===== src/rtl/lcd_pkg.sv =====
// Shared definitions for the LCD timing generator.
//   - Default panel timing (480x272 class panel, porches/syncs in pixel clocks / lines).
//   - Scan FSM state encoding.
package lcd_pkg;

  localparam int unsigned LCD_H_ACTIVE = 480;
  localparam int unsigned LCD_H_FRONT  = 8;
  localparam int unsigned LCD_H_SYNC   = 4;
  localparam int unsigned LCD_H_BACK   = 43;

  localparam int unsigned LCD_V_ACTIVE = 272;
  localparam int unsigned LCD_V_FRONT  = 8;
  localparam int unsigned LCD_V_SYNC   = 4;
  localparam int unsigned LCD_V_BACK   = 12;

  localparam int unsigned LCD_SETTLE_CYCLES = 1024;
  localparam int unsigned LCD_RGB_W         = 16;

  typedef enum logic [1:0] {
    StWaitLock = 2'd0,
    StSettle   = 2'd1,
    StRun      = 2'd2
  } lcd_state_e;

endpackage


===== src/rtl/lcd_timing_if.sv =====
// Pixel fetch bus and panel bus of the LCD timing generator.
//   fetch_valid/fetch_x/fetch_y : pixel request to the frame source
//   pixel_data                  : source reply, one cycle after fetch_valid
//   lcd_hsync/lcd_vsync/lcd_de/lcd_rgb : panel timing and pixel bus
// master = timing generator, slave = source/panel side.
interface lcd_timing_if
  import lcd_pkg::*;
#(
  parameter int unsigned H_ACTIVE = LCD_H_ACTIVE,
  parameter int unsigned V_ACTIVE = LCD_V_ACTIVE,
  parameter int unsigned RGB_W    = LCD_RGB_W
);
  localparam int unsigned XW = $clog2(H_ACTIVE);
  localparam int unsigned YW = $clog2(V_ACTIVE);

  logic             fetch_valid;
  logic [XW-1:0]    fetch_x;
  logic [YW-1:0]    fetch_y;
  logic [RGB_W-1:0] pixel_data;
  logic             lcd_hsync;
  logic             lcd_vsync;
  logic             lcd_de;
  logic [RGB_W-1:0] lcd_rgb;

  modport master (
    output fetch_valid, fetch_x, fetch_y,
    input  pixel_data,
    output lcd_hsync, lcd_vsync, lcd_de, lcd_rgb
  );

  modport slave (
    input  fetch_valid, fetch_x, fetch_y,
    output pixel_data,
    input  lcd_hsync, lcd_vsync, lcd_de, lcd_rgb
  );

endinterface


===== src/rtl/lock_sync.sv =====
// PLL lock synchronizer and settle counter.
//   clock, reset_n : pixel clock, async active-low reset
//   locked         : raw PLL lock (asynchronous)
//   lock_s         : locked after a 2-flop synchronizer
//   lock_ok        : lock_s has been high for SETTLE_CYCLES consecutive cycles
module lock_sync #(
  parameter int unsigned SETTLE_CYCLES = 1024
) (
  input  logic clock,
  input  logic reset_n,
  input  logic locked,
  output logic lock_s,
  output logic lock_ok
);
  localparam int unsigned CW = $clog2(SETTLE_CYCLES + 1);
  localparam logic [CW-1:0] CNT_MAX = CW'(SETTLE_CYCLES - 1);

  logic          meta_q, sync_q;
  logic [CW-1:0] cnt_q, cnt_d;

  // cnt_q = number of consecutive lock_s cycles seen before this one; any low sample clears it.
  always_comb begin
    cnt_d = '0;
    if (sync_q) begin
      cnt_d = (cnt_q == CNT_MAX) ? cnt_q : cnt_q + 1'b1;
    end
  end

  always_ff @(posedge clock or negedge reset_n) begin
    if (!reset_n) begin
      meta_q <= 1'b0;
      sync_q <= 1'b0;
      cnt_q  <= '0;
    end else begin
      meta_q <= locked;
      sync_q <= meta_q;
      cnt_q  <= cnt_d;
    end
  end

  assign lock_s  = sync_q;
  assign lock_ok = sync_q && (cnt_q == CNT_MAX);

endmodule


===== src/rtl/lcd_timing.sv =====
// LCD raster timing generator.
//   clock, reset_n : pixel clock, async active-low reset
//   locked         : PLL lock; scanning starts once it has been stable for SETTLE_CYCLES
//   bus            : fetch request / pixel reply and panel outputs (lcd_timing_if.master)
//   frame_start    : one-cycle pulse with the fetch of pixel (0,0)
//   running        : high while scanning
// Pipeline: counters -> fetch regs (stage 0) -> stage 1 (pixel_data arrives) -> panel regs.
module lcd_timing
  import lcd_pkg::*;
#(
  parameter int unsigned H_ACTIVE        = LCD_H_ACTIVE,
  parameter int unsigned H_FRONT         = LCD_H_FRONT,
  parameter int unsigned H_SYNC          = LCD_H_SYNC,
  parameter int unsigned H_BACK          = LCD_H_BACK,
  parameter int unsigned V_ACTIVE        = LCD_V_ACTIVE,
  parameter int unsigned V_FRONT         = LCD_V_FRONT,
  parameter int unsigned V_SYNC          = LCD_V_SYNC,
  parameter int unsigned V_BACK          = LCD_V_BACK,
  parameter bit          SYNC_ACTIVE_LOW = 1'b1,
  parameter int unsigned SETTLE_CYCLES   = LCD_SETTLE_CYCLES,
  parameter int unsigned RGB_W           = LCD_RGB_W
) (
  input  logic        clock,
  input  logic        reset_n,
  input  logic        locked,
  lcd_timing_if.master bus,
  output logic        frame_start,
  output logic        running
);
  localparam int unsigned H_TOTAL = H_ACTIVE + H_FRONT + H_SYNC + H_BACK;
  localparam int unsigned V_TOTAL = V_ACTIVE + V_FRONT + V_SYNC + V_BACK;
  localparam int unsigned HW      = $clog2(H_TOTAL);
  localparam int unsigned VW      = $clog2(V_TOTAL);
  localparam int unsigned XW      = $clog2(H_ACTIVE);
  localparam int unsigned YW      = $clog2(V_ACTIVE);
  localparam int unsigned HS_BEG  = H_ACTIVE + H_FRONT;
  localparam int unsigned VS_BEG  = V_ACTIVE + V_FRONT;

  lcd_state_e state_q, state_d;
  logic       lock_s, lock_ok;

  lock_sync #(
    .SETTLE_CYCLES(SETTLE_CYCLES)
  ) u_lock_sync (
    .clock  (clock),
    .reset_n(reset_n),
    .locked (locked),
    .lock_s (lock_s),
    .lock_ok(lock_ok)
  );

  always_comb begin
    state_d = state_q;
    unique case (state_q)
      StWaitLock: if (lock_s) state_d = StSettle;
      StSettle: begin
        if (!lock_s)      state_d = StWaitLock;
        else if (lock_ok) state_d = StRun;
      end
      StRun:      if (!lock_s) state_d = StWaitLock;
      default:    state_d = StWaitLock;
    endcase
  end

  // scan is low on the RUN entry cycle and on the exit cycle, so counters start at 0,0 and
  // every pipeline slot is flushed the moment RUN is left.
  logic in_run, scan;
  assign in_run = (state_q == StRun);
  assign scan   = in_run && (state_d == StRun);

  logic [HW-1:0] h_cnt_q, h_cnt_d;
  logic [VW-1:0] v_cnt_q, v_cnt_d;

  always_comb begin
    h_cnt_d = '0;
    v_cnt_d = '0;
    if (scan) begin
      h_cnt_d = h_cnt_q + 1'b1;
      v_cnt_d = v_cnt_q;
      if (h_cnt_q == HW'(H_TOTAL - 1)) begin
        h_cnt_d = '0;
        v_cnt_d = (v_cnt_q == VW'(V_TOTAL - 1)) ? '0 : v_cnt_q + 1'b1;
      end
    end
  end

  logic h_act, v_act, h_sync_win, v_sync_win;
  assign h_act      = h_cnt_q < HW'(H_ACTIVE);
  assign v_act      = v_cnt_q < VW'(V_ACTIVE);
  assign h_sync_win = (h_cnt_q >= HW'(HS_BEG)) && (h_cnt_q < HW'(HS_BEG + H_SYNC));
  assign v_sync_win = (v_cnt_q >= VW'(VS_BEG)) && (v_cnt_q < VW'(VS_BEG + V_SYNC));

  // Syncs are carried active-high internally and converted to panel polarity at the pins.
  logic             fetch_valid_q, frame_start_q;
  logic [XW-1:0]    fetch_x_q;
  logic [YW-1:0]    fetch_y_q;
  logic             hs0_q, vs0_q, de1_q, hs1_q, vs1_q, de2_q, hs2_q, vs2_q;
  logic [RGB_W-1:0] rgb_q;

  always_ff @(posedge clock or negedge reset_n) begin
    if (!reset_n) begin
      state_q       <= StWaitLock;
      h_cnt_q       <= '0;
      v_cnt_q       <= '0;
      fetch_valid_q <= 1'b0;
      frame_start_q <= 1'b0;
      fetch_x_q     <= '0;
      fetch_y_q     <= '0;
      hs0_q         <= 1'b0;
      vs0_q         <= 1'b0;
      de1_q         <= 1'b0;
      hs1_q         <= 1'b0;
      vs1_q         <= 1'b0;
      de2_q         <= 1'b0;
      hs2_q         <= 1'b0;
      vs2_q         <= 1'b0;
      rgb_q         <= '0;
    end else begin
      state_q       <= state_d;
      h_cnt_q       <= h_cnt_d;
      v_cnt_q       <= v_cnt_d;
      fetch_valid_q <= scan && h_act && v_act;
      frame_start_q <= scan && (h_cnt_q == '0) && (v_cnt_q == '0);
      fetch_x_q     <= scan ? h_cnt_q[XW-1:0] : '0;
      fetch_y_q     <= scan ? v_cnt_q[YW-1:0] : '0;
      hs0_q         <= scan && h_sync_win;
      vs0_q         <= scan && v_sync_win;
      de1_q         <= scan && fetch_valid_q;
      hs1_q         <= scan && hs0_q;
      vs1_q         <= scan && vs0_q;
      de2_q         <= scan && de1_q;
      hs2_q         <= scan && hs1_q;
      vs2_q         <= scan && vs1_q;
      // pixel_data belongs to the fetch now in stage 1.
      rgb_q         <= (scan && de1_q) ? bus.pixel_data : '0;
    end
  end

  assign bus.fetch_valid = fetch_valid_q;
  assign bus.fetch_x     = fetch_x_q;
  assign bus.fetch_y     = fetch_y_q;
  assign bus.lcd_de      = de2_q;
  assign bus.lcd_hsync   = hs2_q ^ SYNC_ACTIVE_LOW;
  assign bus.lcd_vsync   = vs2_q ^ SYNC_ACTIVE_LOW;
  assign bus.lcd_rgb     = rgb_q;
  assign frame_start     = frame_start_q;
  assign running         = in_run;

endmodule


===== src/flat_wrapper.sv =====
// flat-port wrapper written by rule: the top's interface ports become plain ports
module lcd_timing_flat import lcd_pkg::*;
#(
  parameter int unsigned H_ACTIVE        = LCD_H_ACTIVE,
  parameter int unsigned H_FRONT         = LCD_H_FRONT,
  parameter int unsigned H_SYNC          = LCD_H_SYNC,
  parameter int unsigned H_BACK          = LCD_H_BACK,
  parameter int unsigned V_ACTIVE        = LCD_V_ACTIVE,
  parameter int unsigned V_FRONT         = LCD_V_FRONT,
  parameter int unsigned V_SYNC          = LCD_V_SYNC,
  parameter int unsigned V_BACK          = LCD_V_BACK,
  parameter bit          SYNC_ACTIVE_LOW = 1'b1,
  parameter int unsigned SETTLE_CYCLES   = LCD_SETTLE_CYCLES,
  parameter int unsigned RGB_W           = LCD_RGB_W
)
  (clock, reset_n, locked, frame_start, running, bus_fetch_valid, bus_fetch_x, bus_fetch_y, bus_pixel_data, bus_lcd_hsync, bus_lcd_vsync, bus_lcd_de, bus_lcd_rgb);
  lcd_timing_if #(.H_ACTIVE(H_ACTIVE), .V_ACTIVE(V_ACTIVE), .RGB_W(RGB_W)) bus_i ();
  input  logic clock;
  input  logic reset_n;
  input  logic locked;
  output logic frame_start;
  output logic running;
  output wire logic [$bits(bus_i.fetch_valid)-1:0] bus_fetch_valid;
  output wire logic [$bits(bus_i.fetch_x)-1:0] bus_fetch_x;
  output wire logic [$bits(bus_i.fetch_y)-1:0] bus_fetch_y;
  input wire logic [$bits(bus_i.pixel_data)-1:0] bus_pixel_data;
  output wire logic [$bits(bus_i.lcd_hsync)-1:0] bus_lcd_hsync;
  output wire logic [$bits(bus_i.lcd_vsync)-1:0] bus_lcd_vsync;
  output wire logic [$bits(bus_i.lcd_de)-1:0] bus_lcd_de;
  output wire logic [$bits(bus_i.lcd_rgb)-1:0] bus_lcd_rgb;
  assign bus_fetch_valid = bus_i.fetch_valid;
  assign bus_fetch_x = bus_i.fetch_x;
  assign bus_fetch_y = bus_i.fetch_y;
  assign bus_i.pixel_data = bus_pixel_data;
  assign bus_lcd_hsync = bus_i.lcd_hsync;
  assign bus_lcd_vsync = bus_i.lcd_vsync;
  assign bus_lcd_de = bus_i.lcd_de;
  assign bus_lcd_rgb = bus_i.lcd_rgb;
  lcd_timing #(.H_ACTIVE(H_ACTIVE), .H_FRONT(H_FRONT), .H_SYNC(H_SYNC), .H_BACK(H_BACK), .V_ACTIVE(V_ACTIVE), .V_FRONT(V_FRONT), .V_SYNC(V_SYNC), .V_BACK(V_BACK), .SYNC_ACTIVE_LOW(SYNC_ACTIVE_LOW), .SETTLE_CYCLES(SETTLE_CYCLES), .RGB_W(RGB_W)) u_core (.clock(clock), .reset_n(reset_n), .locked(locked), .bus(bus_i), .frame_start(frame_start), .running(running));
endmodule

===== config.mk =====
export PLATFORM = sky130hd
export DESIGN_NAME = lcd_timing_flat
export DESIGN_NICKNAME = d
export VERILOG_FILES = /design/src/rtl/lcd_pkg.sv /design/src/rtl/lcd_timing_if.sv /design/src/rtl/lock_sync.sv /design/src/rtl/lcd_timing.sv /design/src/flat_wrapper.sv
export SDC_FILE = /design/constraint.sdc
export NUM_CORES = 1
export LEC_CHECK = 0
export CORE_UTILIZATION = 47
export CTS_CLUSTER_SIZE = 40
export DETAILED_ROUTE_END_ITERATION = 7
export PLACE_DENSITY = 0.76
export SYNTH_ARGS = -nofsm -noshare
export SYNTH_HDL_FRONTEND = slang
export SYNTH_SLANG_ARGS = --single-unit

===== constraint.sdc =====
create_clock -name clock -period 2.2 [get_ports clock]
set_input_delay 0.55 -clock clock [delete_from_list [all_inputs] [get_ports clock]]
set_output_delay 0.55 -clock clock [all_outputs]
set_load 0.01 [all_outputs]

; Word level (Yosys, flattened, before mapping)
; Cells that the tools add are included.
; W data, S select, Z words.
[op_classes]
n_bitwise = 2
add_sub_neg = 3
n_eq_ne = 8
mux = 15
reduce_logical = 19
magnitude_cmp = 6
[ops]
columns = cell, n
row1 = $mux W9, 5
row2 = $mux W11, 2
row3 = $lt A10 B9 Y1 const B, 2
row4 = $mux W10, 2
row5 = $lt A9 B9 Y1 const B, 2
row6 = $logic_and A1 B1 Y1, 16
row7 = $mux W16, 1
row8 = $add A11 B1 Y11 const B, 1
row9 = $eq A11 B10 Y1 const B, 1
row10 = $add A10 B1 Y10 const B, 1
row11 = $eq A10 B10 Y1 const B, 1
row12 = $ge A10 B9 Y1 const B, 1
row13 = $logic_not A10 Y1, 1
row14 = $add A9 B1 Y9 const B, 1
row15 = $eq A9 B9 Y1 const B, 1
row16 = $ge A9 B9 Y1 const B, 1
row17 = $logic_not A9 Y1, 1
row18 = $mux W2, 4
row19 = $pmux W2 S3, 1
row20 = $eq A2 B2 Y1 const B, 2
row21 = $ne A2 B2 Y1 const B, 2
row22 = $eq A2 B1 Y1 const B, 1
row23 = $logic_not A2 Y1, 1
row24 = $not A1 Y1, 2
[totals]
inputBits = 19
register_bits = 78
wordCells = 72

; Longest topological paths before layout
; Gate-level depths: netlist of run 1.
[depth]
depth_word = 9
mapped_depth = 7
ltp_nobuf = 6

; Cells and area by module
; Synthesis of run 1 repeated with hierarchy kept, for this count alone.
[unflattened]
hier_cells = 279
hier_area_um2 = 3194.3
[modules_own_cells]
columns = mod, n_inst, area_per_inst_um2, seq_area_each_um2, cells_each
row1 = lcd_timing, 1, 2536.2, 1626.6, 218
row2 = lock_sync, 1, 658.1, 325.3, 61

; Worst setup path before layout of run 1
; No wires, ideal clock.
[synth_timing]
kind = register to register
from = reg u_core.h_cnt_q[6]
to = reg u_core.v_cnt_q[6]
n_path_buf = 1
required_ns = 2.075
slack_ns = 0.047
t_arrival_ns = 2.028
path_stages_with_launch = 6
path_cell_list = dfrtp_1 -> or4_4 -> or3_4 -> clkbuf_8 -> nor3_1 -> mux2_2
[synth_via]
elab_chain_cells = 2
[synth_rtl]
columns = item, line_no
row1 = from (decl), lcd_timing.sv:71  ; logic [HW-1:0] h_cnt_q, h_cnt_d;
row2 = from (signal assigned), lcd_timing.sv:120  ; h_cnt_q <= h_cnt_d;
row3 = $eq A10 B10 Y1, lcd_timing.sv:80  ; if (h_cnt_q == HW'(H_TOTAL - 1)) begin
row4 = $ne A2 B2 Y1 (no source line), n/a
row5 = to (signal assigned), lcd_timing.sv:121  ; v_cnt_q <= v_cnt_d;
row6 = to (decl), lcd_timing.sv:72  ; logic [VW-1:0] v_cnt_q, v_cnt_d;
; No other way between the ends.
; A chain may end at the register's enable or synchronous reset.

; Worst setup path after layout of run 1
[layout_timing]
from = reg u_core.state_q[0]
to = out running
[layout_via]
elab_chain_cells = 1
[layout_rtl]
columns = item, line_no
row1 = from (decl), lcd_timing.sv:39  ; lcd_state_e state_q, state_d;
row2 = from (signal assigned), lcd_timing.sv:102  ; state_q <= StWaitLock;
row3 = from (signal assigned), lcd_timing.sv:119  ; state_q <= state_d;
row4 = $eq A2 B2 Y1, lcd_timing.sv:68  ; assign in_run = (state_q == StRun);
row5 = to (decl), flat_wrapper.sv:22  ; output logic running;
; No other way between the ends.

==> impl_results.md, run 1 <==
* Register Area at 1952 um^2
* Clock transition at path regs at around 0.08 ns
* Top-area cell type share of the netlist area at approximately 60%
* CP required at 1.65 ns
* Slew headroom at approximately 61%
* Total wire length at roughly 6200 um
* Pin slew with the least headroom to its limit at around 0.57 ns
* Row cnt at 29
* Area grow syn2layout at 28.30%
* Slowest CP cell: clkdlybuf4s50_1
* CTS Buf Count at 9
* Fill cells at 529
* Vias in the first global route at roughly 2,300
* Critical Path Source Type: flop
* Port Buffers at 58
* Post-DP HPWL at between 4000 and 5000 um
* Global-route wire length before repair at 10,610 um
* Hold_buf cts at 0
* CTS max path bufs at 2
* Syn Std Cell Area at around 3200 um^2
* Sequential area share after synthesis at 61.32%
* Worst skew pair latency at approximately 0.36 ns
* Core ar. at around 6500 um^2
* Most common cell in the netlist: dfrtp_1
* Worst path top cell family by delay: buffers and inverters
* Die area at between 7000 and 8000 um^2
* Share of cells above drive strength 1 at 8.857%
* Critical path origin: u_core.state_q[0]$_DFF_PN0_
* Initial DRC Count at 142
* Worst Skew at about 0.010 ns
* CTS H-tree depth at 3
* # diodes at 0
* Avg Cell Area, Syn at 11.49 um^2
* Post-route cell area at 4084 um^2
* Clock Sinks at 78
* Data arrival time of the critical path at roughly 1.6 ns
* Seq cells post-synth at between 70 and 80
* Synth warn at 0
* Max FO, Critical Path at 9
* Critical Path, Cell by Cell: nor2b_4 -> clkdlybuf4s50_1
* Die W at around 84 um
* Starting density of the core at between 40% and 50%
* 1st-pass router iterations at 6
* Setup CP Type: flop to output port
* Syn Inst Count at about 280
* # DRC at 4
* PwrDens at 644.0 nW/um^2
* Multi-input combinational cell area at roughly 1100 um^2
* Fmax at ~0.47 GHz
* LEAKAGE at around 0.0019 uW
* Postcts setup bufs at 0
* Most frequent cells after synthesis: dfrtp_1 (78), and2_1 (23), nor2_1 (23)
* RR Startpoint: u_core.h_cnt_q[6]$_DFF_PN0_
* Min-Delay Path Class: input port to async pin
* CTS tree: yes
* GR Overflow Total at 0
* Antenna-violating nets left at 0
* Post-synth top area cell: dfrtp_1
* Worst Path Buf+Inv at 1
* Top cells by area, synth: dfrtp_1 (61%), and2_1 (4.5%), and3_1 (4.1%), xor2_1 (2.8%), nor2_1 (2.7%)
* Peak per-stage delay on the critical path at between 0.5 and 0.6 ns
* Number of synthesized flops with an enable pin at 0
* CP Capture Type: output port
* Setup TNS at 0 ns
* Slew Viols, Final at 0
* Netlist cell types at 44
* Pin count of the biggest net entering global routing at 54
* Final Hold Viols at 0
* Antenna violations before repair at 0
* MaxCap Viol Count at 0
* Endpoints failing setup at 0
* RSZ-0062 raised after global routing: no
* Asr flop ratio synth at 100.0%
* Syn_nets at 302
* WL/cell at ~15 um
* Post-layout net count at between 300 and 400
* IO Count at 59
* Die Span Y at approximately 84 um
* Status: complete, but fails checks
* Clk root buf: clkbuf_8
* VDD IR-drop max at 394.8 uV
* Tot GR Track Use at 19.44%
* Tcrit/Tclk final at a little over nine tenths
* Top_reg_cell synth: dfrtp_1
* Failing checks: DRC
* Post-Place Cell Area at 3875 um^2
* Gpl congestion at approximately 0.87
* Drt via density at ~5.4
* Post-layout min period at roughly 2.1 ns
* Via count at 2,307
[through the flow]
stage	util (%)	cells	total power (uW)	worst slack (ns)	hold WS (ns)
6_report	63.23	427	2630	0.08599	0.09329
5_1_grt	63.23	427	2723	0.03327	0.1073
4_1_cts	63.23	427	2646	0.07960	0.09901
3_5_place_dp	60.00	411	1559	0.1380	0.3405
3_3_place_gp	60.00	411	1556	0.1480	0.3385
2_1_floorplan	-	277	1489	0.04735	0.2544
[layout by cell type, fill, tap and decap left out, types with 5 or more instances in the layout]
| master | instances |
|---|---|
| and3_1 | 21 |
| xor2_1 | 10 |
| nor3_1 | 5 |
| o21ai_0 | 5 |
| nand3_1 | 10 |
| nor2_1 | 23 |
| dfrtp_1 | 78 |
| clkdlybuf4s50_1 | 57 |
| nand4_1 | 7 |
| clkbuf_8 | 11 |
| ha_1 | 6 |
| and2_1 | 23 |
| nand2_1 | 15 |
| a21oi_1 | 6 |
| or4_1 | 5 |
| inv_1 | 13 |
| buf_4 | 9 |
[final timing paths]
kind,to,slack [ns],cells after the start
worst max-delay path,running,0.09,2
worst min-delay path,u_core.v_cnt_q[0]$_DFFE_PN0P_,0.09,1
worst max register to register,u_core.v_cnt_q[7]$_DFFE_PN0P_,0.12,4
worst min register to register,u_core.u_lock_sync.lock_s$_DFF_PN0_,0.36,0
max in group asynchronous,u_core.u_lock_sync.cnt_q[5]$_DFFE_PN0N_,1.53,2
min in group clock,u_core.u_lock_sync.lock_s$_DFF_PN0_,0.36,0
[what timing repair did]
action                     4_1_cts  5_1_grt
gates resized for setup          2        0
setup endpoints to repair        1        0
hold endpoints to repair         0        0
[state kept, by name, summed over array words and instances (netlist names), 2 cells and up]
register	count
u_core.u_lock_sync.cnt_q	11
u_core.bus.lcd_rgb	16
u_core.h_cnt_q	10
u_core.state_q	2
u_core.bus.fetch_x	9
u_core.v_cnt_q	9
u_core.bus.fetch_y	9
[cell type report]
| class | instances | area share (%) |
|---|---|---|
| clock buffer | 13 | 3.891 |
| sequential | 78 | 47.79 |
| timing repair buffer | 67 | 16.12 |
| tap | 77 | 2.359 |
| multi-input combinational | 176 | 27.60 |
| inverter | 13 | 1.195 |
| clock inverter | 3 | 1.042 |
[routing by layer]
metal	part of all wire, %	up-vias	GRT usage [%]	wire length, um
li1	-	1090	-	-
met1	46	1139	25.39	2877
met2	47	64	30.03	2940
met3	4.2	14	4.228	259
met4	2.5	0	11.60	157
met5	0	-	0	0
[where the power goes]
group,switching [uW],internal [uW]
logic,42.1,38.8
clock network,517,586
registers,7.28,1440
[worst register-to-register path, stage by stage, from the launching register on]
cell and delay (ns):
dfrtp_1 0.38, or4_4 0.55, or3_4 0.43, or4_1 0.51
a21oi_1 0.15
[cell families after synthesis]
| logic type | count (synthesis) | share of synthesized area, % |
|---|---|---|
| adder cells (fa/ha/maj) | 6 | 2.358 |
| AND/OR/NAND/NOR | 128 | 22.84 |
| XOR/XNOR | 13 | 3.577 |
| flip-flops | 78 | 61.32 |
| AO/OA/AOI/OAI | 27 | 5.739 |
| multiplexers | 2 | 0.6682 |
| buffers and inverters | 23 | 3.499 |
Note: power is estimated with default switching activity, not from simulation.
==> run 2, diff against run 1 <==
==> constraint.sdc (replaced) <==
create_clock -name clock -period 1.8 [get_ports clock]
set_input_delay 0.45 -clock clock [delete_from_list [all_inputs] [get_ports clock]]
set_output_delay 0.45 -clock clock [all_outputs]
set_load 0.01 [all_outputs]
==> run 2 against run 1 <==
Highest routed layer unchanged. Power increased by 22%. The flow finishes with violations (DRC, setup timing). Clock power up 21%. Die area stayed put. Combinational power grew 25%. Sequential power up 22%.
==> impl_results.md, run 2 (synthesized netlist as in run 1, its figures left out) <==
* Status: complete, but fails checks
* Failing checks: DRC, setup timing
* Critical path origin: u_core.h_cnt_q[8]$_DFF_PN0_
* Fill cells at 493 (-6.8%)
* Die W at 84.30 um (unchanged)
* Hold_buf cts at 0 (unchanged)
* Final core occ at 67.11% (+3.9 points)
* Clock Sinks at 78 (unchanged)
* Max FO, Critical Path at 7 (-2)
* Starting density of the core at 49.28% (unchanged)
* Row cnt at 29 (unchanged)
* Clock transition at path regs at 0.08 ns (about the same)
* CTS tree: yes
* Endpoints failing setup at 17 (+17)
* Slew Viols, Final at 0 (unchanged)
* Die area at 7106 um^2 (unchanged)
* Core ar. at 6459 um^2 (unchanged)
* Die Span Y at 84.30 um (unchanged)
* RSZ-0062 raised after global routing: yes
* Post-layout net count at 392 (+5.9%)
* Final worst slack at -0.2010 ns (-0.2870 ns)
* R2R cell count at 4 (unchanged)
* Via count at 2,428 (+5.2%)
* CTS H-tree depth at 3 (unchanged)
* Clk root buf: clkbuf_8
* Share of cells above drive strength 1 at 17.47% (+8.6 points)
* # DRC at 11 (+7)
* Post-layout min period at roughly 2 ns
* Min-Delay Path Class: input port to async pin
* 1st-pass router iterations at 6 (unchanged)
* Critical Path Source Type: flop
* Multi-input combinational cell area at 1202 um^2 (+6.7%)
* MaxCap Viol Count at 0 (unchanged)
* Reg2reg end: u_core.v_cnt_q[7]$_DFFE_PN0P_
* Worst Skew at 0.006231 ns (-0.003908 ns)
* Final Hold Viols at 0 (unchanged)
* # diodes at 0 (unchanged)
* Slew headroom at 62.85% (+1.7 points)
* Tot GR Track Use at 21.48% (+2.0 points)
* IO Count at 59 (unchanged)
* Antenna violations before repair at 0 (unchanged)
* Setup CP Type: flop to flop
* GR Overflow Total at 0 (unchanged)
* RR Startpoint: u_core.h_cnt_q[8]$_DFF_PN0_
* Drt via density at 5.408 (about the same)
* Pin slew with the least headroom to its limit at 0.5522 ns (-0.01532 ns)
* Data arrival time of the critical path at 2.27 ns (+0.71 ns)
* Total power at 3201 uW (+22%)
* Most frequent cells in the layout: dfrtp_1 (78), clkdlybuf4s50_1 (56), buf_4 (30)
* Tcrit/Tclk final at 111.2%
* Post-DP HPWL at 4718 um (+8.7%)
* Antenna-violating nets left at 0 (unchanged)
* Total wire length at 6708 um (+7.6%)
* Area grow syn2layout at 36.16%
* Reg-to-reg slack, setup at -0.20 ns (-0.32 ns)
* Pin count of the biggest net entering global routing at 33 (-39%)
* VDD IR-drop max at 483.7 uV (+23%)
* Register Area at 1952 um^2 (unchanged)
* WL/cell at 14.94 um (+2.3%)
* CTS Buf Count at 9 (unchanged)
* Port Buffers at 58 (unchanged)
* Fmax at ~0.5 GHz
* Worst skew pair latency at 0.34 ns (-0.02 ns)
* Max FFs per register at 16 (unchanged)
* Commonest non-fill, non-tap cell in the layout: dfrtp_1
* Vias in the first global route at 2,366 (+4.2%)
* Initial DRC Count at 200 (+41%)
* Setup TNS at -1.231 ns (-1.231 ns)
* CP required at 2.07 ns (+0.42 ns)
* CTS max path bufs at 2 (unchanged)
* Gpl congestion at 0.8883 (+2.2%)
* Global-route wire length before repair at 11,700 um (+10%)
* CP Capture Type: flop
* PwrDens at 738.5 nW/um^2 (+15%)
* LEAKAGE at 0.002065 uW (+6.8%)
## run 2: cell types whose count changed in the layout (fill, tap and decap cells not counted), sizes merged
cell / change
clkdlybuf4s50: -1
clkbuf: -2
clkinvlp: +2
buf: +22
dlygate4sd2: +1
## run 2: through the flow
stage                     hold WS [ns]  instances  worst slack (ns)  instance area (um^2)
after CTS                      0.02830        448           -0.2043                  4295
after global routing           0.04109        449           -0.2273                  4334
final                          0.02798        449           -0.2010                  4334
after floorplan                 0.1544        277           -0.1781                  3198
after detailed placement        0.3372        432           -0.1768                  4048
after global placement          0.3376        432           -0.1571                  4048
## run 2: worst max path at each step
stage | endpoint | cells after the start
2_1_floorplan | u_core.v_cnt_q[6]$_DFFE_PN0P_ | 5
3_3_place_gp | u_core.v_cnt_q[7]$_DFFE_PN0P_ | 4
3_5_place_dp | u_core.v_cnt_q[7]$_DFFE_PN0P_ | 4
4_1_cts | u_core.v_cnt_q[7]$_DFFE_PN0P_ | 4
5_1_grt | u_core.v_cnt_q[7]$_DFFE_PN0P_ | 4
6_report | u_core.v_cnt_q[7]$_DFFE_PN0P_ | 4
## run 2: timing repair
item,4_1_cts,5_1_grt
gates resized for setup,11,7
setup endpoints to repair,18,23
buffers inserted,0,1
## run 2: per-layer routing
metal  share of wire, %  up-vias  wire length (um)  track usage [%]
met5                  0        -                 0                0
met4                1.7        0               116            9.248
met3                5.6       13               377            5.801
met2                 51       65              3391            33.76
met1                 42     1214              2823            28.30
li1                   -     1136                 -                -
## run 2: layout make-up
type / instances / share of cell area (%)
Sequential cell: 78 / 45.03
Multi-Input combinational cell: 176 / 27.74
Timing Repair Buffer: 89 / 19.05
Clock buffer: 11 / 3.493
Tap cell: 77 / 2.223
Clock inverter: 5 / 1.328
Inverter: 13 / 1.126
## run 2: critical path: stages, from the launching register on
cell,delay (ns)
dfrtp_1,0.38
or4_4,0.53
or3_4,0.40
or4_4,0.49
a21oi_2,0.13
## run 2: where the power goes
| part | switching, uW | internal (uW) | total [uW] | leakage, uW |
|---|---|---|---|---|
| clock | 617 | 713 | 1330 | 0.0000976 |
| sequential | 10.2 | 1760 | 1770 | 0.00108 |
| combinational | 50.6 | 50.4 | 101 | 0.000887 |
| total | 678 | 2520 | 3200 | 0.00206 |
==> run 3, diff against run 2 <==
--- a/config.mk
+++ b/config.mk
@@ -5,10 +5,10 @@
 export SDC_FILE = /design/constraint.sdc
 export NUM_CORES = 1
 export LEC_CHECK = 0
-export CORE_UTILIZATION = 47
+export CORE_UTILIZATION = 56
 export CTS_CLUSTER_SIZE = 40
 export DETAILED_ROUTE_END_ITERATION = 7
-export PLACE_DENSITY = 0.76
+export PLACE_DENSITY = 0.85
 export SYNTH_ARGS = -nofsm -noshare
 export SYNTH_HDL_FRONTEND = slang
 export SYNTH_SLANG_ARGS = --single-unit
==> constraint.sdc (replaced) <==
create_clock -name clock -period 2.4 [get_ports clock]
set_input_delay 0.6 -clock clock [delete_from_list [all_inputs] [get_ports clock]]
set_output_delay 0.6 -clock clock [all_outputs]
set_load 0.01 [all_outputs]
==> run 3 against run 2 <==
The flow now finishes without violations. Worst setup slack improved by 0.37 ns. Non-clock buffer count decreased by 25. Critical endpoint unchanged. Largest cell class unchanged. Worst hold slack improved by 0.16 ns. First-iteration DRC count fell by 22%. Cell area is 7.2% lower.
==> impl_results.md, run 3 (synthesized netlist as in run 1, its figures left out) <==
* Slew Viols, Final at 0 (unchanged)
* LEAKAGE at 0.001910 uW (-7.5%)
* Pin slew with the least headroom to its limit at 0.5294 ns (-0.02282 ns)
* Initial DRC Count at 156 (-22%)
* Vias in the first global route at 2,232 (-5.7%)
* Peak per-stage delay on the critical path at 0.58 ns (+0.05 ns)
* R2R cell count at 4 (unchanged)
* VDD IR-drop max at 365.0 uV (-25%)
* Tot GR Track Use at 23.05% (+1.6 points)
* Die W at 77.39 um (-8.2%)
* CP required at 2.67 ns (+0.60 ns)
* Critical Path, Cell by Cell: or4_4 -> or3_4 -> or4_1 -> a21oi_1
* Post-route cell area at 4020 um^2 (-7.2%)
* Wire length on met3 at 320 um (-15%)
* Hold_buf cts at 0 (unchanged)
* Core ar. at 5507 um^2 (-15%)
* Most frequent cells in the layout: dfrtp_1 (78), clkdlybuf4s50_1 (57), nor2_1 (23), and2_1 (23), and3_1 (21)
* Setup TNS at 0 ns (+1.231 ns)
* Clock transition at path regs at 0.07 ns (about the same)
* CP Capture Type: flop
* # DRC at 0 (-11)
* Slew headroom at 63.80% (+0.95 points)
* Met1 wire length at 2688 um (-4.8%)
* Status: finished clean
* Postcts setup bufs at 0 (unchanged)
* Share of cells above drive strength 1 at 7.536% (-9.9 points)
* Endpoints failing setup at 0 (-17)
* Post-layout min period at 2.231 ns (+0.2300 ns)
* Reg2reg end: u_core.v_cnt_q[7]$_DFFE_PN0P_
* Pin count of the biggest net entering global routing at 47 (+42%)
* CTS tree: yes
* Commonest non-fill, non-tap cell in the layout: dfrtp_1
* Die Span Y at 77.39 um (-8.2%)
* Data arrival time of the critical path at 2.50 ns (+0.23 ns)
* P_int at 1804 uW (-29%)
* Critical Path Source Type: flop
* Row cnt at 27 (-6.9%)
* # diodes at 0 (unchanged)
* Fraction of power spent switching nets at 20.78% (-0.40 points)
* Worst skew pair latency at 0.34 ns (about the same)
* Fmax at 0.4482 GHz (-10%)
* PwrDens at 566.3 nW/um^2 (-23%)
* Flop pwr share at 58.3% (+3.0 points)
* Min-Delay Path Class: input port to async pin
* MaxCap Viol Count at 0 (unchanged)
* Reg-to-reg slack, setup at 0.17 ns (+0.37 ns)
* WL/cell at 14.88 um (-0.38%)
* Worst Skew at 0.005128 ns (-0.001103 ns)
* Die area at 5989 um^2 (-16%)
* Global-route wire length before repair at 10,470 um (-10%)
* CTS max path bufs at 2 (unchanged)
* 1st-pass router iterations at 5 (-1)
* Area grow syn2layout at 26.30%
* IO Count at 59 (unchanged)
* Clk root buf: clkbuf_8
* Routed length on met2 at 3044 um (-10%)
* Gpl congestion at 0.8758 (-1.4%)
* Starting density of the core at 57.81% (+8.5 points)
* Max FFs per register at 16 (unchanged)
* GR Overflow Total at 0 (unchanged)
* Setup CP Type: flop to flop
* Logic pwr share at 3.2% (about the same)
* Clock Power Share at 38.5% (-3.1 points)
* Antenna violations before repair at 0 (unchanged)
* Max FO, Critical Path at 13 (+6)
* Top layer in use: met4
* Clock Sinks at 78 (unchanged)
* Final Hold Viols at 0 (unchanged)
* Post-Place Cell Area at 3846 um^2 (-5.0%)
* Drt via density at 5.540 (+2.4%)
* CTS H-tree depth at 3 (unchanged)
* Slowest CP cell: or4_4
* Post-layout net count at 367 (-6.4%)
* Post-DP HPWL at 4170 um (-12%)
* Switching power at 473.1 uW (-30%)
* Port Buffers at 58 (unchanged)
* RSZ-0062 raised after global routing: no
* Total wire length at 6206 um (-7.5%)
* Antenna-violating nets left at 0 (unchanged)
* RR Startpoint: u_core.h_cnt_q[6]$_DFF_PN0_
* Tcrit/Tclk final at 92.96% (-18 points)
* Cts repair resizes at 0 (-11)
* CTS Buf Count at 9 (unchanged)
* Via count at 2,310 (-4.9%)
[run 3: cell count changes in the layout (fill, tap and decap cells not counted), moves of 2 or more]
cell and delta:
o21ai_0 +2, o21ai_1 -2, clkinvlp_4 -3, buf_4 -24
a21oi_1 +2, nor3_1 +3, nor3_4 -2, a21oi_2 -2
[run 3: layer usage]
metal,GRT usage [%],vias to the layer above
met5,0,-
li1,-,1084
met4,14.15,0
met2,34.78,76
met1,30.66,1135
met3,4.941,15
[run 3: how the worst max path moves through the flow]
stage	start	endpoint	slack, ns
after detailed placement	u_core.h_cnt_q[6]$_DFF_PN0_	u_core.v_cnt_q[7]$_DFFE_PN0P_	0.20
after global routing	u_core.h_cnt_q[6]$_DFF_PN0_	u_core.v_cnt_q[7]$_DFFE_PN0P_	0.06
final	u_core.h_cnt_q[6]$_DFF_PN0_	u_core.v_cnt_q[7]$_DFFE_PN0P_	0.17
after floorplan	u_core.h_cnt_q[6]$_DFF_PN0_	u_core.v_cnt_q[6]$_DFFE_PN0P_	0.25
after global placement	u_core.h_cnt_q[6]$_DFF_PN0_	u_core.v_cnt_q[7]$_DFFE_PN0P_	0.24
after CTS	u_core.state_q[0]$_DFF_PN0_	running	0.16
[run 3: final cells by class]
cell class	count	area [um^2]
Tap cell	72	90.09
Clock inverter	1	5.005
Fill cell	375	1486
Timing Repair Buffer	64	635.6
Sequential cell	78	1952
Multi-Input combinational cell	176	1120
Inverter	13	48.80
Clock buffer	13	168.9
[run 3: stage by stage]
stage               std cells  hold WS (ns)  worst slack [ns]  total power, uW  util (%)
finish                    417        0.1855            0.1689             2277     73.01
global route              417        0.2213           0.05773             2358     73.01
CTS                       417        0.1915            0.1620             2296     73.01
detailed placement        403        0.3575            0.1968             1428     69.85
global placement          403        0.3328            0.2379             1426     69.85
floorplan                 277        0.3044            0.2474             1365         -
[run 3: critical path: cells and delay by family, from the launching register on]
kind | cells | cell delay (ns)
and+or+nand+nor | 3 | 1.56
AOI/OAI and AO/OA | 1 | 0.16
DFF | 1 | 0.44
[run 3: power groups by stage]
stage               sequential (uW)  clock (uW)  combinational (uW)
floorplan                      1350           0                13.8
global placement               1350           0                73.3
detailed placement             1350           0                74.9
CTS                            1330         893                75.3
global route                   1330         949                82.6
finish                         1330         876                73.3
==> patch 1 (config.mk and constraints of run 1) <==
`LCD_H_ACTIVE`: 480 -> 1920.
--- a/src/rtl/lcd_pkg.sv
+++ b/src/rtl/lcd_pkg.sv
@@ -3,7 +3,7 @@
 //   - Scan FSM state encoding.
 package lcd_pkg;
 
-  localparam int unsigned LCD_H_ACTIVE = 480;
+  localparam int unsigned LCD_H_ACTIVE = 1920;
   localparam int unsigned LCD_H_FRONT  = 8;
   localparam int unsigned LCD_H_SYNC   = 4;
   localparam int unsigned LCD_H_BACK   = 43;
Ports: changed (resized bus_fetch_x); port bits go from 59 to 61. No check against the original RTL was run, so the function may have changed too.
==> patch 1 against run 1 <==
- sequential power increased by 3%
- routed wire length fell by 1.4%
- maximum frequency grew 4.6%
- via count down 0.43%
- setup slack improved by 0.092 ns
- die area increased by 4.2%
- clock skew down 0.0036 ns
- combinational power is 7.8% lower
- sequential cell count is 3 higher
- area after synthesis increased by 4.3%
- first-iteration DRC count decreased by 16%
- cell area is 3.2% higher
- total power is essentially flat
- highest routed layer unchanged
==> patch 1: results (changes against run 1) <==
| Metric | Value |
|---|---|
| Post-synthesis xor/xnor area fraction | 0.0396 (was 0.0358) |
| Dpl cells | 437 (was 411) |
| VDD IR-drop max | 0.338 mV (was 0.395 mV) |
| Vias per cell | 5.07 (was 5.40) |
| NumNets Final | 377 (was 370) |
| TritonRoute pass-1 iters | 4 (was 6) |
| CTS resizes | 0 (was 2) |
| Net Sw Frac | 0.209 (was 0.215) |
| DR WL met2 | 2790 µm (was 2940 µm) |
| Leakage | 1.97 nW (was 1.93 nW) |
| Comb power frac | 0.028 (was 0.031) |
| Total track usage | 0.182 (was 0.194) |
| Synth Area in Adders | 0.0226 (was 0.0236) |
| Largest net degree at the start of global routing | 47 (was 54) |
| Layout cell share with drive strength beyond 1 | 0.0784 (was 0.0886) |
| Seq. pwr | 0.00150 W (was 0.00145 W) |
| Grt met2 use | 0.284 (was 0.300) |
| Status | completed (was finished with violations) |
| Fin cells | 453 (was 427) |
| Post-synthesis sequential area ratio | 0.611 (was 0.613) |
| Worst path arrival time | 1.47 ns (was 1.56 ns) |
| DRT met1 WL | 2880 µm (about the same) |
| Final setup skew | 0.00653 ns (was 0.0101 ns) |
| First-pass GRT wire length | 10,400 µm (was 10,600 µm) |
| Mux cell area share after synthesis | 0.00942 (was 0.00668) |
| Synth Area in Compound Gates | 0.0460 (was 0.0574) |
| Mapped Cells | 288 (was 277) |
| Met3 Track Usage GR | 0.0366 (was 0.0423) |
| Vias in the first global route | 2,196 (was 2,271) |
| Number of buffers added on ports | 60 (was 58) |
| Routability cong. | 0.853 (was 0.870) |
==> patch 1: cell count changes after synthesis, moves of 3 or more <==
cell and change:
xnor2_1 +9, xor2_1 -7, a21oi_1 +3, a22o_1 -3
dfrtp_1 +3, nand4_1 -3, o21ai_0 +3
==> patch 1: layout make-up <==
type	instances	area, µm²
clock buffer	11	141
clock inverter	5	55.1
fill	554	2580
inverter	12	45.0
multi-input combinational	185	1190
sequential	81	2030
tap	96	120
timing repair buffer	63	633
==> patch 1: through the flow <==
stage | area [µm²] | hold WS (ns) | utilization | total power (W)
after global placement | 4020 | 0.333 | 0.591 | 0.00161
after global routing | 4210 | 0.190 | 0.620 | 0.00274
after CTS | 4210 | 0.171 | 0.620 | 0.00266
after floorplan | 3320 | 0.254 | - | 0.00154
final | 4210 | 0.162 | 0.620 | 0.00263
after detailed placement | 4020 | 0.343 | 0.591 | 0.00161
==> patch 2 (flow settings as in run 1) <==
Without the edit above. Register the output `bus.lcd_vsync`; this adds one clock of latency there.
--- a/src/rtl/lcd_timing.sv
+++ b/src/rtl/lcd_timing.sv
@@ -141,7 +141,9 @@
   assign bus.fetch_y     = fetch_y_q;
   assign bus.lcd_de      = de2_q;
   assign bus.lcd_hsync   = hs2_q ^ SYNC_ACTIVE_LOW;
-  assign bus.lcd_vsync   = vs2_q ^ SYNC_ACTIVE_LOW;
+  always_ff @(posedge clock) begin
+    bus.lcd_vsync <= vs2_q ^ SYNC_ACTIVE_LOW;
+  end
   assign bus.lcd_rgb     = rgb_q;
   assign frame_start     = frame_start_q;
   assign running         = in_run;
Function: no difference found for any inputs over 10 cycles, from zero or initial values and one cycle with reset_n low; that may be too few to reach the edited logic, so the function may still have changed.
==> patch 2 against run 1 <==
- the run still ends with design-rule violations left
- largest power group unchanged
- clock power up 28%
- sequential cell count up 1
- register-to-register slack worse by 0.09 ns
- setup slack worse by 0.053 ns
- via count up 1.1%
- area after synthesis up 0.63%
- critical path type is now reg -> reg
- total power up 12%
- highest routed layer unchanged
- cell area up 2.4%
- maximum frequency down 2.4%
- routed wire length up 3.8%
==> patch 2: results (changes against run 1) <==
| Metric | Value |
|---|---|
| Status | finished with violations (unchanged) |
| Failing checks | design-rule violations (unchanged) |
| Met3 Track Usage GR | 0.0501 (was 0.0423) |
| Post-synthesis sequential area ratio | 0.616 (was 0.613) |
| Reg clk slew, reported paths | 0.08 ns (about the same) |
| Setup repair bufs after CTS | 0 (unchanged) |
| GRT overflow | 0 (unchanged) |
| Leakage | 1.98 nW (was 1.93 nW) |
| Crit-path max cell delay | 0.57 ns (about the same) |
| Max reg flops | 16 (unchanged) |
| WL final | 6480 µm (was 6240 µm) |
| Top cells by area, synth | dfrtp_1 (61%), and2_1 (4.5%), and3_1 (4.1%) (unchanged) |
| NumNets Final | 373 (was 370) |
| Routability cong. | 0.902 (was 0.870) |
| Largest net degree at the start of global routing | 35 (was 54) |
| Final setup skew | 0.00423 ns (was 0.0101 ns) |
| Clk_lat worst skew | 0.34 ns (was 0.36 ns) |
| Mapped Cells | 278 (was 277) |
| First-pass GRT wire length | 11,100 µm (was 10,600 µm) |
| ANT cells | 0 (unchanged) |
| Worst reg2reg path startpoint | u_core.h_cnt_q[6] (unchanged) |
| Dpl cells | 414 (was 411) |
| Worst Hold Class | in -> async (unchanged) |
| Synth cell types | 45 (was 44) |
| GR Layer Usage met1 | 0.263 (was 0.254) |
| Worst path slowest cell | or4_4 (was clkdlybuf4s50_1) |
| Most used DFF post-synth | dfrtp_1 (unchanged) |
| VDD IR-drop max | 0.510 mV (was 0.395 mV) |
| Grt met2 use | 0.318 (was 0.300) |
| Number of buffers added on ports | 58 (unchanged) |
| Root Buffer | clkbuf_8 (unchanged) |
| Vias in the first global route | 2,294 (was 2,271) |
| Clock Path Buffers | 2 (unchanged) |
| Max-slew headroom | 0.656 (was 0.612) |
| Vias per cell | 5.42 (was 5.40) |
| Syn nets | 303 (was 302) |
| 1st-iter DRT viols | 108 (was 142) |
| Initial antenna violation count | 0 (unchanged) |
| Fin cells | 430 (was 427) |
| CP startpoint kind | flip-flop (unchanged) |
| TritonRoute pass-1 iters | 7 (was 6) |
| Num CTS Buffers | 9 (unchanged) |
| R2R depth | 4 (unchanged) |
| H-tree depth | 3 (unchanged) |
| CTS resizes | 0 (was 2) |
| Layout cell share with drive strength beyond 1 | 0.0992 (was 0.0886) |
| Worst path arrival time | 2.39 ns (was 1.56 ns) |
| Final HPWL DP | 4470 µm (was 4340 µm) |
| Yosys warns | 0 (unchanged) |
| Dpl ws | 0.0648 ns (was 0.138 ns) |
| Total track usage | 0.200 (was 0.194) |
| FFs w/ async S/R, synth | 0.987 (was 1.00) |
| Crit-path max FO | 9 (unchanged) |
| Residual DRC count | 6 (was 4) |
[patch 2: cell families (layout without fill, tap and decap cells)]
kind of cell | count (synthesis) | in the layout | synth area share
buf+inv | 23 | 98 | 0.0348
simple gates | 128 | 128 | 0.227
xor+xnor | 13 | 13 | 0.0355
flops | 79 | 79 | 0.616
compound gates | 27 | 27 | 0.0570
fa+ha+maj | 6 | 6 | 0.0234
mux | 2 | 2 | 0.00664
[patch 2: path summary, 6_finish.rpt]
kind / endpoint / slack, ns
min in group clock: u_core.u_lock_sync.lock_s / 0.36
worst max register to register: u_core.v_cnt_q[6] / 0.03
worst min-delay path: u_core.bus.lcd_rgb[11] / 0.15
worst min register to register: u_core.u_lock_sync.lock_s / 0.36
worst max-delay path: u_core.v_cnt_q[6] / 0.03
max in group asynchronous: u_core.u_lock_sync.cnt_q[8] / 1.50
[patch 2: final cells by class]
class                   count  area (µm²)
multi-input cells         176        1120
clock buffers               9         124
flip-flops and latches     79        1970
inverters                  13        48.8
clock inverters             7         144
repair buffers             69         673
fillers                   486        2280
well taps                  77        96.3
[patch 2: critical path: cells and delay by family (launching register included)]
| kind | cells | cell delay (ns) |
|---|---|---|
| muxes | 1 | 0.38 |
| and+or+nand+nor | 3 | 1.28 |
| DFF | 1 | 0.39 |
[patch 2: where the power goes]
group          switching, W  leakage (nW)  internal (W)
registers        0.00000705          1.09       0.00146
clock network      0.000534         0.131      0.000874
logic             0.0000417         0.762     0.0000395
[patch 2: stage by stage]
stage / cell area (µm²) / hold WS (ns) / util
after floorplan: 3200 / 0.254 / -
final: 4180 / 0.148 / 0.647
after detailed placement: 3910 / 0.351 / 0.605
after global routing: 4180 / 0.169 / 0.647
after CTS: 4180 / 0.153 / 0.647
after global placement: 3910 / 0.331 / 0.605
[patch 2: per-layer routing]
metal	wire length (µm)	part of all wire
met5	0	0
met3	405	0.063
met2	3120	0.48
met4	113	0.017
met1	2830	0.44
